$ cat src/rtl/i2s_rx.sv
// Philips I2S slave receiver (i2s_rx) and its companion transmitter (i2s_tx).
// Both run on the I2S bit clock; the receiver samples on rising edges and the transmitter drives on falling edges.

module i2s_rx #(
    parameter int unsigned WIDTH = 16
) (
    input  logic             sclk,
    input  logic             rst,
    input  logic             ws_in,
    input  logic             sdata_in,
    output logic [WIDTH-1:0] left_chan,
    output logic [WIDTH-1:0] right_chan,
    output logic             pktI2SRxChanged_o
);

    logic             ws_q;
    logic [WIDTH-1:0] sr_q,        sr_d;
    logic [WIDTH-1:0] left_q,      left_d;
    logic [WIDTH-1:0] right_q,     right_d;
    logic [WIDTH-1:0] prev_left_q, prev_left_d;
    logic             chg_q,       chg_d;

    logic [WIDTH-1:0] word;
    logic             boundary;

    // The bit sampled on the boundary edge is the LSB of the word that is ending.
    assign word     = {sr_q[WIDTH-2:0], sdata_in};
    assign boundary = (ws_in != ws_q);

    // Word capture and frame-change detection.
    always_comb begin
        sr_d        = word;
        left_d      = left_q;
        right_d     = right_q;
        prev_left_d = prev_left_q;
        chg_d       = 1'b0;
        if (boundary) begin
            sr_d = '0;
            if (!ws_q) begin
                left_d = word;
            end else begin
                // right_q still holds the right word of the previous completed frame
                right_d     = word;
                prev_left_d = left_q;
                chg_d       = (left_q != prev_left_q) || (word != right_q);
            end
        end
    end

    always_ff @(posedge sclk or posedge rst) begin
        if (rst) begin
            ws_q        <= 1'b0;
            sr_q        <= '0;
            left_q      <= '0;
            right_q     <= '0;
            prev_left_q <= '0;
            chg_q       <= 1'b0;
        end else begin
            ws_q        <= ws_in;
            sr_q        <= sr_d;
            left_q      <= left_d;
            right_q     <= right_d;
            prev_left_q <= prev_left_d;
            chg_q       <= chg_d;
        end
    end

    assign left_chan         = left_q;
    assign right_chan        = right_q;
    assign pktI2SRxChanged_o = chg_q;

endmodule


$ cat config.mk
export PLATFORM = sky130hd
export DESIGN_NAME = i2s_rx
export DESIGN_NICKNAME = d
export VERILOG_FILES = /design/src/rtl/i2s_rx.sv
export SDC_FILE = /design/constraint.sdc
export NUM_CORES = 1
export LEC_CHECK = 0
export ABC_CLOCK_PERIOD_IN_PS = 4000
export CAP_MARGIN = 5
export CORE_MARGIN = 2
export CORE_UTILIZATION = 30
export CTS_CLUSTER_DIAMETER = 150
export CTS_CLUSTER_SIZE = 12
export DETAILED_ROUTE_END_ITERATION = 6
export PLACE_DENSITY_LB_ADDON = 0.08
export SYNTH_ARGS = -nofsm -noshare
export SYNTH_HDL_FRONTEND = slang
export SYNTH_SLANG_ARGS = --single-unit
$ cat constraint.sdc
create_clock -name sclk -period 4 [get_ports sclk]
set_clock_uncertainty 0.05 [all_clocks]
set_input_delay 0.4 -clock sclk [delete_from_list [all_inputs] [get_ports sclk]]
set_output_delay 0.4 -clock sclk [all_outputs]
set_load 0.1 [all_outputs]
Word level (Yosys, flattened, before mapping):

Cells that the tools add are included.

* output and inout port bits: 33
* bits in writable memories: 0
* register bits: 65
* bits in read-only memories: 0
* memories: 0
* input bits: 4
* word-level logic and storage cells: 16
* bits in latches: 0

* multipliers: 0
* add/subtract/negate cells: 0
* bitwise logic cells: 1
* $lt $le $gt $ge: 0
* reduce and logical (&&, ||, !) cells: 3
* shift operators: 0
* div/mod/pow operators: 0
* multiplexer cells: 3
* eq/ne operators: 3

Operators by type and width (count)
* $ne A16 B16 Y1: 2
* $mux W15: 1
* $reduce_and A2 Y1: 2
* $mux W1: 2
* $logic_or A1 B1 Y1: 1
* $ne A1 B1 Y1: 1
* $not A1 Y1: 1

Longest topological paths before layout:

* depth after elaboration: 4
* gate-level depth with buffers: 5
* depth with buffers taken out: 4

Least setup slack after synthesis:

OpenSTA, ideal clock, no wires.

* path type: register to register
* start point: register left_q[14] (netlist: left_chan[14])
* end point: register chg_q (netlist: pktI2SRxChanged_o)
* arrival: 1.583 ns
* setup time: 0.136 ns
* period minus slack after synthesis: 1.769 ns
* setup slack: 2.231 ns
* data required time: 3.814 ns
* stages on the path, launching flop included: 5
* buffers on the path: 0
* cells stage by stage: dfrtp_1 xnor2_1 nand4_1 nor4_1 a211oi_1

* cells in the longest elaborated chain, start to end: 4

RTL lines
* start: declaration: line 18 `logic [WIDTH-1:0] left_q, left_d;`
* start signal: assignment: line 61 `left_q <= left_d;`
* $ne A16 B16 Y1: line 45 `chg_d = (left_q != prev_left_q) || (word != right_q);`
* $logic_or A1 B1 Y1: line 45
* $mux W1: line 39 `if (!ws_q) begin`
* $mux W1: line 37 `if (boundary) begin`
* via chg_d: line 21 `logic chg_q, chg_d;`
* end signal: assignment: line 64 `chg_q <= chg_d;`
* end: declaration: line 21

The timed path passes the listed nets, and every way through them passes these cells.
A chain may end at the register's enable or synchronous reset.

Worst setup path in the final report:

* start point: register left_q[9] (netlist: left_chan[9])
* end point: output left_chan[9]

RTL lines
* end: declaration: line 11 `output logic [WIDTH-1:0] left_chan,`

No word-level cell between the ends.

==> impl_metrics.ini <==
[min_path]
worstHoldStart = prev_left_q[4]
min_delay_endpoint = prev_left_q[4]
cells_on_worst_hold_path = 1
worstHoldPathType = register to register

[floorplan]
fp-row-count = 34
io-pin-count = 37
die_w_um = 98.81
area_of_the_placeable_core_um2 = 8721
initial_utilization_pct = 30.92
die_y_um = 98.81
die_area_um2 = 9762

[sta]
timing.setup.tns_ns = 0
final_number_of_hold_violating_endpoints = 0
setup_viol = 0
fin_hold_ws_ns = 0.4829
rsz0062_at_grt = false
pins_over_slew_limit = 0
maxSlewHeadroom_pct = 25.38
finalWorstPathRequiredPeriod_ns = 2.357
min_period_over_period_pct = 58.92
timing_worst_slew_pin_value_ns = 1.118
fmax_ghz = 0.4243

[yosys]
post_synth_instance_area_um2 = 2696
synth-seq-cells = 65
yosysSeqAreaShare_pct = 60.32
synth_cell_types = 16
synthCells = 183
syn-num-nets = 189
syn_avg_cell_area_um2 = 14.73
synth_warnings = 0

[clocking]
cts_setup_buffers = 0
worst_skew_pair.late_latency_ns = 0.33
numClockSinks = 65
cts.repair.resized = 0
ctsHtreeMaxLevel = 3
tritoncts_clock_tree = done
cts_hold_buf = 0
cts.root.buffer_cell = sky130_fd_sc_hd__clkbuf_8
cts-buffers-inserted = 9
cts.clk_slew.worst_paths_ns = 0.07
clockBufferDepth = 2

[worst_setup_path]
critical_path_buf_inv_count = 1
cpPeakStageDelay_ns = 1.16
worst-endpoint-arrival_ns = 1.91
worstPathCellList = clkdlybuf4s50_1
critical_path.max_fanout = 4
timing.reg2reg.setup_slack_ns = 2.23
timing.critical_path.max_delay_family = buffers and inverters
reg2reg_from = ws_q
timing.critical_path.from_type = register
r2r-end = left_chan[8]
critical_path.endpoint_type = output port
worst_path_max_delay_cell = sky130_fd_sc_hd__clkdlybuf4s50_1
worstPathRequired_ns = 3.55
timing_worst_setup_path_type = register to output port
worst_r2r_path_depth = 3

[global_route]
met3_usage_grt_pct = 2.482
antenna_found_initial = 0
grt.met1_usage_pct = 17.31
grt-ovfl-total = 0
number_of_global_route_vias_before_repair = 1683
global_route_wire_length_before_repair_um = 9183
grtUsageTotal_pct = 12.20
grt_start_max_net_pins = 53
gr-usage-met2_pct = 17.78
global_route_hottest_layer = met2

[layout]
insertedDiodeCount = 0
layout_common_cells = sky130_fd_sc_hd__dfrtp_1 (65), sky130_fd_sc_hd__mux2_2 (46), sky130_fd_sc_hd__clkdlybuf4s50_1 (36), sky130_fd_sc_hd__xnor2_1 (32), sky130_fd_sc_hd__and2_1 (14)
final_net_count = 231
synthToLayoutAreaGrowth_pct = 25.10
stdcell_area_um2 = 3373
final_layout_size_suffix_gt1_share_pct = 28.38
layout_commonest_cell = sky130_fd_sc_hd__dfrtp_1
stdcell_count = 337

[place]
place_congestion = 0.7082
port_buffers = 36
placedInstanceArea_um2 = 3159
place.detailed.instances = 322
detailed_place_hpwl_um = 3606

[routing]
first_pass_iters = 4
drt-wirelength-per-cell_um = 15.88
total_via_count_after_detailed_routing = 1510
per_cell_via_count_in_the_routed_design = 4.481
drc = 0
ant_nets = 0
routed_wl_um = 5353
detailedRoute.firstIterationViolations = 44

[pwr]
power.share.switching_pct = 26.87
seq_power_share_pct = 46.7
totalPowerFinal_mw = 1.505
p_clk_share_pct = 38.9
irDropWorstVdd_mv = 0.1440
power.share.combinational_pct = 14.4
internal_power_mw = 1.101
static-leakage-power_nw = 1.529
power.density_cell_area_nw_per_um2 = 446.1
total_switching_power_uw = 404.4

[run_status]
outcome = completed

[run]
maxCapViolations = 0
power groups by stage:
stage | Clock [mW] | Sequential, mW | Combinational (mW)
final | 0.586 | 0.702 | 0.217
after global routing | 0.636 | 0.706 | 0.230
after CTS | 0.606 | 0.703 | 0.220
after detailed placement | 0 | 0.716 | 0.220
after global placement | 0 | 0.714 | 0.219
after floorplan | 0 | 0.801 | 0.0782
state kept, by name, indices dropped and copies added, names as in the netlist:
register           count
left_chan             16
pktI2SRxChanged_o      1
prev_left_q           16
right_chan            16
sr_q                  15
ws_q                   1
layout make-up:
| cell class | instances | area [µm²] |
|---|---|---|
| Clock buffer | 13 | 178.9 |
| Clock inverter | 2 | 35.03 |
| Fill cell | 825 | 5348 |
| Inverter | 3 | 11.26 |
| Multi-Input combinational cell | 108 | 1011 |
| Sequential cell | 65 | 1627 |
| Tap cell | 108 | 135.1 |
| Timing Repair Buffer | 38 | 375.4 |
per-layer routing:
| metal | wire length, µm | part of all wire [%] | vias up |
|---|---|---|---|
| met1 | 2643 | 49 | 766 |
| met4 | 113 | 2.1 | 0 |
| met5 | 0 | 0 | - |
| li1 | - | - | 708 |
| met3 | 163 | 3.0 | 10 |
| met2 | 2432 | 45 | 26 |
cells by family after synthesis:
family / after synthesis / share of synthesized area [%]
fa+ha+maj: 2 / 0.9279
xor+xnor: 32 / 10.39
simple gates: 25 / 5.847
flops: 65 / 60.32
compound gates: 1 / 0.2785
buf+inv: 10 / 2.180
mux: 48 / 20.05
how the worst max path moves through the flow:
stage                 startpoint      endpoint  slack, ns  depth (start not counted)
floorplan                    rst  left_chan[0]       1.92                          1
global placement           ws_in  left_chan[9]       1.81                          3
detailed placement         ws_in  left_chan[6]       1.75                          3
CTS                 left_chan[4]  left_chan[4]       1.61                          1
global route        left_chan[4]  left_chan[4]       1.54                          1
finish              left_chan[9]  left_chan[9]       1.64                          1
cells in the mapped netlist:
master                      n  share of area (%)
sky130_fd_sc_hd__a211oi_1   1               0.28
sky130_fd_sc_hd__and2_1    14                3.2
sky130_fd_sc_hd__and2_2     1               0.28
sky130_fd_sc_hd__buf_2      1               0.19
sky130_fd_sc_hd__buf_4      3               0.84
sky130_fd_sc_hd__buf_6      1               0.42
sky130_fd_sc_hd__clkbuf_1   1               0.14
sky130_fd_sc_hd__clkbuf_2   1               0.19
sky130_fd_sc_hd__dfrtp_1   65                 60
sky130_fd_sc_hd__ha_1       2               0.93
sky130_fd_sc_hd__inv_1      3               0.42
sky130_fd_sc_hd__mux2_1     2               0.84
sky130_fd_sc_hd__mux2_2    46                 19
sky130_fd_sc_hd__nand4_1    8                1.9
sky130_fd_sc_hd__nor4_1     2               0.46
sky130_fd_sc_hd__xnor2_1   32                 10
per-stage QoR:
step                utilization [%]  setup slack, ns
floorplan                         -            1.924
global placement              36.23            1.812
detailed placement            36.23            1.750
CTS                           38.68            1.613
global route                  38.68            1.543
finish                        38.68            1.643
(Power assumes the default switching activity.)
